$ cat config.mk
export PLATFORM = sky130hd
export DESIGN_NAME = cr_kme_int_responder
export DESIGN_NICKNAME = d
export VERILOG_FILES = /design/src/rtl/cr_kme_int_responder_pkg.sv /design/src/rtl/cr_kme_int_sat_cnt.sv /design/src/rtl/cr_kme_int_responder.sv
export SDC_FILE = /design/constraint.sdc
export NUM_CORES = 1
export LEC_CHECK = 0
export ABC_AREA = 1
export BUFFER_PORTS_ARGS = -buffer_cell sky130_fd_sc_hd__buf_2
export CORE_MARGIN = 1.5
export CORE_UTILIZATION = 40
export DETAILED_ROUTE_END_ITERATION = 6
export PLACE_DENSITY_LB_ADDON = 0.1
export SYNTH_ARGS = -nofsm -noshare
export SYNTH_HDL_FRONTEND = slang
export SYNTH_SLANG_ARGS = --single-unit
$ cat constraint.sdc
create_clock -name clk -period 1.75 [get_ports clk]
set_input_delay 0.0875 -clock clk [delete_from_list [all_inputs] [get_ports clk]]
set_output_delay 0.0875 -clock clk [all_outputs]
set_load 0.005 [all_outputs]
$ cat src/rtl/cr_kme_int_responder_pkg.sv
// Shared KME interrupt constants and the responder state type.
package cr_kmePKG;

  localparam logic [10:0] KME_INT_STATUS_ADDR = 11'h37C;
  localparam int          KME_INT_NUM_SRC     = 5;

  typedef enum logic [1:0] {
    ST_IDLE    = 2'd0,
    ST_RD_REQ  = 2'd1,
    ST_WR_REQ  = 2'd2,
    ST_HOLDOFF = 2'd3
  } kme_int_state_e;

endpackage

$ cat src/rtl/cr_kme_int_sat_cnt.sv
// Saturating event counter; clr wins over inc in the same cycle.
module cr_kme_int_sat_cnt #(
  parameter int CNT_W = 16
) (
  input  logic             clk,
  input  logic             rst_n,
  input  logic             inc_i,
  input  logic             clr_i,
  output logic [CNT_W-1:0] cnt_o
);

  logic [CNT_W-1:0] cnt_q, cnt_d;

  always_comb begin
    cnt_d = cnt_q;
    if (clr_i)                   cnt_d = '0;
    else if (inc_i && ~&cnt_q)   cnt_d = cnt_q + 1'b1;
  end

  always_ff @(posedge clk or negedge rst_n) begin
    if (!rst_n) cnt_q <= '0;
    else        cnt_q <= cnt_d;
  end

  assign cnt_o = cnt_q;

endmodule

$ cat src/rtl/cr_kme_int_responder.sv
// Autonomous KME interrupt service agent: read status, W1C the allowed bits, hold off.
// Per-source statistics are built only when CR_KME_INT_RESP_STATS_EN is defined.
module cr_kme_int_responder
  import cr_kmePKG::*;
#(
  parameter logic [10:0] STATUS_ADDR = KME_INT_STATUS_ADDR,
  parameter int          N_SRC       = KME_INT_NUM_SRC,
  parameter int          CNT_W       = 16,
  parameter int          HOLDOFF_CYC = 4,
  parameter int          TIMEOUT_CYC = 255
) (
  input  logic                   clk,
  input  logic                   rst_n,
  input  logic                   enable,
  input  logic [N_SRC-1:0]       clear_mask,
  input  logic                   kme_interrupt,
  output logic                   reg_req,
  output logic                   reg_wr,
  output logic [10:0]            reg_addr,
  output logic [31:0]            reg_wdata,
  input  logic                   reg_ack,
  input  logic [31:0]            reg_rdata,
  output logic                   busy,
  output logic [N_SRC-1:0]       last_status,
  output logic [N_SRC*CNT_W-1:0] src_count,
  output logic [CNT_W-1:0]       spurious_count,
  input  logic                   count_clr,
  output logic                   timeout_err,
  output logic                   service_done
);

  localparam int HOLD_W = $clog2(HOLDOFF_CYC + 1);
  localparam int WAIT_W = $clog2(TIMEOUT_CYC + 1);

  kme_int_state_e    state_q, state_d;
  logic              req_q, req_d, wr_q, wr_d;
  logic [10:0]       addr_q, addr_d;
  logic [31:0]       wdata_q, wdata_d;
  logic [WAIT_W-1:0] wait_q, wait_d;
  logic [HOLD_W-1:0] hold_q, hold_d;
  logic [N_SRC-1:0]  last_q, last_d;
  logic              terr_q, terr_d;

  logic             start, acc, rd_ack, tmo, hold_last;
  logic [N_SRC-1:0] status, mask;

  // An ack only counts while a request is actually outstanding.
  assign start     = enable && kme_interrupt;
  assign acc       = req_q && reg_ack;
  assign rd_ack    = acc && (state_q == ST_RD_REQ);
  assign tmo       = req_q && !reg_ack && (wait_q == WAIT_W'(TIMEOUT_CYC - 1));
  assign hold_last = (hold_q == HOLD_W'(HOLDOFF_CYC - 1));
  assign status    = reg_rdata[N_SRC-1:0];
  assign mask      = status & clear_mask;

  always_ff @(posedge clk or negedge rst_n) begin
    if (!rst_n) state_q <= ST_IDLE;
    else        state_q <= state_d;
  end

  always_comb begin
    state_d = state_q;
    case (state_q)
      ST_IDLE:    if (start) state_d = ST_RD_REQ;
      ST_RD_REQ:  if (acc)   state_d = (mask != '0) ? ST_WR_REQ : ST_HOLDOFF;
                  else if (tmo) state_d = ST_HOLDOFF;
      ST_WR_REQ:  if (acc || tmo) state_d = ST_HOLDOFF;
      ST_HOLDOFF: if (hold_last) state_d = ST_IDLE;
      default:    state_d = ST_IDLE;
    endcase
  end

  always_comb begin
    req_d   = req_q;
    wr_d    = wr_q;
    addr_d  = addr_q;
    wdata_d = wdata_q;
    last_d  = last_q;
    terr_d  = terr_q;
    case (state_q)
      ST_IDLE: if (start) begin
        req_d   = 1'b1;
        wr_d    = 1'b0;
        addr_d  = STATUS_ADDR;
        wdata_d = '0;
      end
      ST_RD_REQ: if (acc) begin
        last_d = status;
        if (mask != '0) begin
          wr_d               = 1'b1;
          wdata_d            = '0;
          wdata_d[N_SRC-1:0] = mask;
        end else begin
          req_d = 1'b0;
        end
      end else if (tmo) begin
        req_d = 1'b0;
      end
      ST_WR_REQ: if (acc || tmo) begin
        req_d = 1'b0;
        wr_d  = 1'b0;
      end
      default: ;
    endcase
    if (count_clr) terr_d = 1'b0;
    else if (tmo)  terr_d = 1'b1;
    wait_d = (req_q && !acc && !tmo) ? wait_q + 1'b1 : '0;
    hold_d = (state_q == ST_HOLDOFF && !hold_last) ? hold_q + 1'b1 : '0;
  end

  always_ff @(posedge clk or negedge rst_n) begin
    if (!rst_n) begin
      req_q   <= 1'b0;
      wr_q    <= 1'b0;
      addr_q  <= '0;
      wdata_q <= '0;
      wait_q  <= '0;
      hold_q  <= '0;
      last_q  <= '0;
      terr_q  <= 1'b0;
    end else begin
      req_q   <= req_d;
      wr_q    <= wr_d;
      addr_q  <= addr_d;
      wdata_q <= wdata_d;
      wait_q  <= wait_d;
      hold_q  <= hold_d;
      last_q  <= last_d;
      terr_q  <= terr_d;
    end
  end

  assign reg_req      = req_q;
  assign reg_wr       = wr_q;
  assign reg_addr     = addr_q;
  assign reg_wdata    = wdata_q;
  assign last_status  = last_q;
  assign timeout_err  = terr_q;
  assign busy         = (state_q != ST_IDLE);
  assign service_done = (state_q == ST_HOLDOFF) && hold_last;

`ifdef CR_KME_INT_RESP_STATS_EN
  for (genvar i = 0; i < N_SRC; i++) begin : g_src
    cr_kme_int_sat_cnt #(.CNT_W(CNT_W)) u_cnt (
      .clk   (clk),
      .rst_n (rst_n),
      .inc_i (rd_ack && status[i]),
      .clr_i (count_clr),
      .cnt_o (src_count[i*CNT_W +: CNT_W])
    );
  end
  cr_kme_int_sat_cnt #(.CNT_W(CNT_W)) u_spur (
    .clk   (clk),
    .rst_n (rst_n),
    .inc_i (rd_ack && (status == '0)),
    .clr_i (count_clr),
    .cnt_o (spurious_count)
  );
`else
  assign src_count      = '0;
  assign spurious_count = '0;
  logic unused_rd_ack;
  assign unused_rd_ack  = rd_ack;
`endif

  logic unused_rdata;
  assign unused_rdata = ^reg_rdata[31:N_SRC];

endmodule

After elaboration in Yosys (flattened, before gate mapping)
Cells that the tools add are included.

Word-level logic and storage cells: 74. Register bits: 54. Output and inout port bits: 149.

Muxes and demuxes: 25. Bitwise operators: 1. Equality and inequality tests: 12. $add $sub $neg: 2. Reductions and logical operators: 25.

Operator list (number): $mux W32 (3); $pmux W32 S2 (1); $mux W1 (11); $mux W2 (5); $reduce_and A5 Y1 (2); $add A8 B1 Y8 const B (1); $eq A8 B8 Y1 const B (1); $logic_and A1 B1 Y1 (8); $mux W8 (1); $ne A2 B2 Y1 const B (4); $pmux W2 S4 (1); $reduce_and A4 Y1 (2); $ne A3 B3 Y1 const B (2); $pmux W1 S3 (2); $reduce_bool A2 Y1 (3); $and A5 B5 Y5 (1); $reduce_bool A5 Y1 (1); $eq A2 B2 Y1 const B (2); $logic_not A1 Y1 (4); $reduce_and A2 Y1 (2); $add A3 B1 Y3 const B (1); $eq A3 B2 Y1 const B (1); $mux W3 (1); $reduce_bool A3 Y1 (1); 4 further kinds (4).

Longest topological paths before layout
Depth in word-level cells: 6. Gate-level depth with buffers: 9. Gate-level depth less buffers: 9.

Worst setup path after synthesis
No wires, ideal clock.

Path type: reg-to-reg. Start point: reg state_q[1]. End point: reg state_q[1]. Required time: 1.633 ns. Cell stages (with the launch flop): 9. Path buffers: 1. Path slack: 0.386 ns. Setup time: 0.117 ns. Arrival time: 1.247 ns. Path through: dfrtp_1 -> inv_1 -> ha_1 -> buf_6 -> or2_1 -> nand3_2 -> nand2_2 -> nand2_1 -> o21ai_2.

Word-level cells in the longest chain between the ends: 3. Elaborated cells on any way between the ends: 10. Those cells by class: eq/ne: 7; mux: 1; reduce/logical: 2.

RTL lines: start, declared (RTL line cr_kme_int_responder.sv:35) `kme_int_state_e state_q, state_d;`; start signal, assigned (RTL line cr_kme_int_responder.sv:58) `else state_q <= state_d;`; $eq A2 B1 Y1 (tied with other cells) (RTL line cr_kme_int_responder.sv:63) `case (state_q)`; $ne A3 B3 Y1 (no source line) / $ne A2 B2 Y1 (equally long branches); $reduce_and A4 Y1 (no source line).

Several ways; a longest one is shown, not always the timed one. A chain may end at the register's enable or synchronous reset.

Worst setup path in the final report
Start point: reg state_q[1]. End point: reg req_q (netlist: reg_req).

Word-level cells in the longest chain between the ends: 3. Elaborated cells on any way between the ends: 10. Those cells by class: eq/ne: 6; mux: 1; reduce/logical: 3.

RTL lines: $eq A2 B1 Y1 (tied with other cells) (RTL line cr_kme_int_responder.sv:80) `case (state_q)`; $ne A3 B3 Y1 (no source line) (tied with other cells); $reduce_and A5 Y1 (no source line); end signal, assigned (RTL line cr_kme_int_responder.sv:122) `req_q <= req_d;`; end, declared (RTL line cr_kme_int_responder.sv:36) `logic req_q, req_d, wr_q, wr_d;`.

Several ways; a longest one is shown, not always the timed one.

==> results_dict.tcl <==
set metrics [dict create \
    cp-start-kind "flop" \
    pin_count 192 \
    slew_headroom_pct 58.5 \
    setup_tns_ps 0 \
    worstSetupPathType "reg -> reg" \
    die_area_mm2 0.00649 \
    worstPathMaxFanout 4 \
    syn_area_mm2 0.00240 \
    hold_path_class "in -> reg" \
    timing.rr.start "state_q[1]" \
    core-area_mm2 0.00585 \
    synthCells 291 \
    setup_violations 0 \
    synth_seq_cells 27 \
    n_antenna_cell 0 \
    die_h_um 80.5 \
    synth_top_family_by_area "buffers and inverters" \
    routed_wl_mm 3.36 \
    synthArstFlopShare_pct 100 \
    path_buf_inv 2 \
    buffer_ports.inserted 37 \
    min_from "reg_rdata[2]" \
    fp-row-count 28 \
    crit_chain "inv_1 -> ha_1 -> nand2_1 -> inv_1 -> nor2_1 -> nand3_1 -> nand2_1 -> nand2_1" \
    whs_path_depth 3 \
    peakVddDrop_mv 0.548 \
    grt_pass1_wl_mm 5.00 \
    vias 1448 \
    synth_compound_area_share_pct 5.10 \
    endpoint_kind "flop" \
    start_util_pct 41.1 \
    crit_family "simple AND/OR/NAND/NOR gates" \
    r2r_slack_ps 350 \
    worstSkewPairLatency_ps 280 \
    hpwl_mm 2.72 \
    via_per_inst 3.60 \
    rsz0062_at_grt "false" \
    overflow 0 \
    cts_tree "yes" \
    place_area_mm2 0.00215 \
    clock_path_buffers 2 \
    ys.warnings.count 0 \
    grt_max_degree 28 \
    finalClockSkew_ps 8.86 \
    nNetsFinal 379 \
    finalHoldViolations 0 \
    synthXorXnorAreaFrac_pct 0.364 \
    crit_arrival_ps 1580 \
    worstMarginPinSlew_ps 623 \
    synth_adder_area_share_pct 4.16 \
    hold_end "last_status[2]" \
    clock_sinks 27 \
    layout-drive-gt1-share_pct 18.7 \
    yosys-mux-area-fraction_pct 0 \
    max_freq_ghz 0.712 \
    avgRoutedWirePerCell_um 8.37 \
    dr.pass1.iters 4 \
    antenna_left 0 \
    avgSynthCellArea_um2 8.26 \
    cts_made_buffers 3 \
    drt-initial-drc-count 25 \
    die_w_um 80.5 \
    fin_area_mm2 0.00222 \
    drc 0 \
    grt_use_total_pct 9.90 \
    timing.final.crit_share_pct 80.2 \
    fin_crit_ps 1400 \
    synth.distinct_cells 29 \
    worstReg2RegEnd "reg_req" \
    finalPower_mw 2.41 \
    first_global_vias 1116 \
    cp_common_cell "nand2_1" \
    crit_slowest_cell "dfrtp_1" \
    yosys.area_share.simple_pct 17.3 \
    area_growth_pct -7.70 \
    cp_data_required_time_ps 1930 \
    rr_worst_depth 8 \
    ys_seq_area_share_pct 28.1 \
    gp_congestion 0.733 \
    power_density_mw_per_mm2 1090 \
    p_leak_nw 1.29 \
    path_clk_slew_ps 100 \
    status "finished, final reports clean" \
    cap_violations 0 \
    antenna_found_initial 0 \
    synth_edf_count 0 \
    slew_violations 0 \
    yosys_most_used_dff "dfrtp_1" \
    slowest_delay_ps 420 \
    cts.root.buffer_cell "clkbuf_8" \
    htree_num_levels 1 \
]
-- synthesized netlist by cell type (2+ instances only) --
cell type / n / area, um2
nor2_2: 2 / 12.5
dfrtp_1: 27 / 676
buf_4: 133 / 998
a21oi_1: 4 / 20.0
nor2_1: 8 / 30.0
o21ai_0: 2 / 10.0
nand3_1: 14 / 70.1
nand4_1: 3 / 18.8
nor3_1: 2 / 10.0
inv_1: 17 / 63.8
o21ai_2: 6 / 52.6
ha_1: 8 / 100
nand3_2: 2 / 20.0
nand2_1: 43 / 161
nand2_2: 3 / 18.8
nand2_4: 2 / 22.5
nor3b_1: 3 / 22.5
-- final cells by class --
type / count / area [um2]
Fill cell: 625 / 3630
Tap cell: 75 / 93.8
Clock buffer: 4 / 45.0
Inverter: 18 / 67.6
Multi-Input combinational cell: 238 / 1120
Timing Repair Buffer: 40 / 213
Sequential cell: 27 / 676
-- power breakdown --
group | internal (mW) | total, mW | switching, mW
registers | 0.802 | 0.925 | 0.123
clock network | 0.163 | 0.364 | 0.201
logic | 0.425 | 1.12 | 0.696
-- kinds of logic (layout without fill, tap and decap cells) --
| group | Yosys count | in the layout |
|---|---|---|
| buf+inv | 152 | 62 |
| simple gates | 86 | 86 |
| flops | 27 | 27 |
| compound gates | 16 | 16 |
| fa+ha+maj | 8 | 8 |
| other cells | 1 | 127 |
| xor+xnor | 1 | 1 |
-- worst register-to-register path, stage by stage, from the launching register on --
cell and delay, ps:
dfrtp_1 420, inv_1 90, ha_1 200, nand2_1 90, inv_1 70, nor2_1 220, nand3_1 110, nand2_1 60
nand2_1 50
-- placed cells by master, fill, tap and decap left out --
master	synthesis	routed
inv_2	1	1
buf_4	133	1
or2_1	1	1
or2_2	1	1
conb_1	1	127
nor3_1	2	2
o21bai_4	1	1
nor3b_1	3	3
o21bai_1	1	1
nand2_4	2	2
nor2_2	2	2
ha_1	8	8
nand4_1	3	3
clkbuf_1	0	1
nor2_1	8	8
a21oi_2	1	1
nand3_1	14	14
nor2_4	1	1
inv_1	17	17
buf_2	0	37
nand2_2	3	3
dfrtp_1	27	27
a21oi_1	4	4
dlygate4sd3_1	0	2
nand2_1	43	43
nand3_2	2	2
clkbuf_8	0	3
o21ai_2	6	6
o21ai_1	1	1
and3_1	1	1
xor2_1	1	1
o21ai_0	2	2
-- layer usage --
| layer | share of wire (%) | GRT usage (%) | up-vias |
|---|---|---|---|
| li1 | - | - | 714 |
| met1 | 41 | 11.2 | 651 |
| met2 | 51 | 18.5 | 81 |
| met5 | 0 | 0 | - |
| met4 | 0.39 | 1.55 | 0 |
| met3 | 7.9 | 2.84 | 2 |
-- sequential cells by signal (all words and copies together), names as in the netlist --
name,count
state_q,2
reg_wr,1
reg_req,1
hold_q,3
timeout_err,1
reg_wdata,5
reg_addr,1
wait_q,8
last_status,5
-- worst max-delay path by stage --
stage	slack (ps)	from	cells past startpoint	to
after global placement	330	state_q[0]	8	reg_wr
final	350	state_q[1]	8	reg_req
after floorplan	390	state_q[1]	8	state_q[1]
after detailed placement	330	state_q[0]	8	reg_req
after global routing	200	wait_q[0]	7	wait_q[4]
after CTS	310	state_q[0]	8	reg_req
-- stage by stage --
step                      setup WS (ps)  instances  utilization (%)  hold slack, ps
after floorplan                     386        417                -            -208
after global placement              329        396             36.8             148
after detailed placement            332        396             36.8             147
after CTS                           314        402             37.9            40.8
after global routing                201        402             37.9            54.4
final                               346        402             37.9            45.7
-- timing repair --
action,in CTS,in global routing
gates resized for setup,0,0
endpoints found under the hold margin,28,0
setup buffers,0,0
hold buffers,2,0
Power figures use the tool's default switching activity.
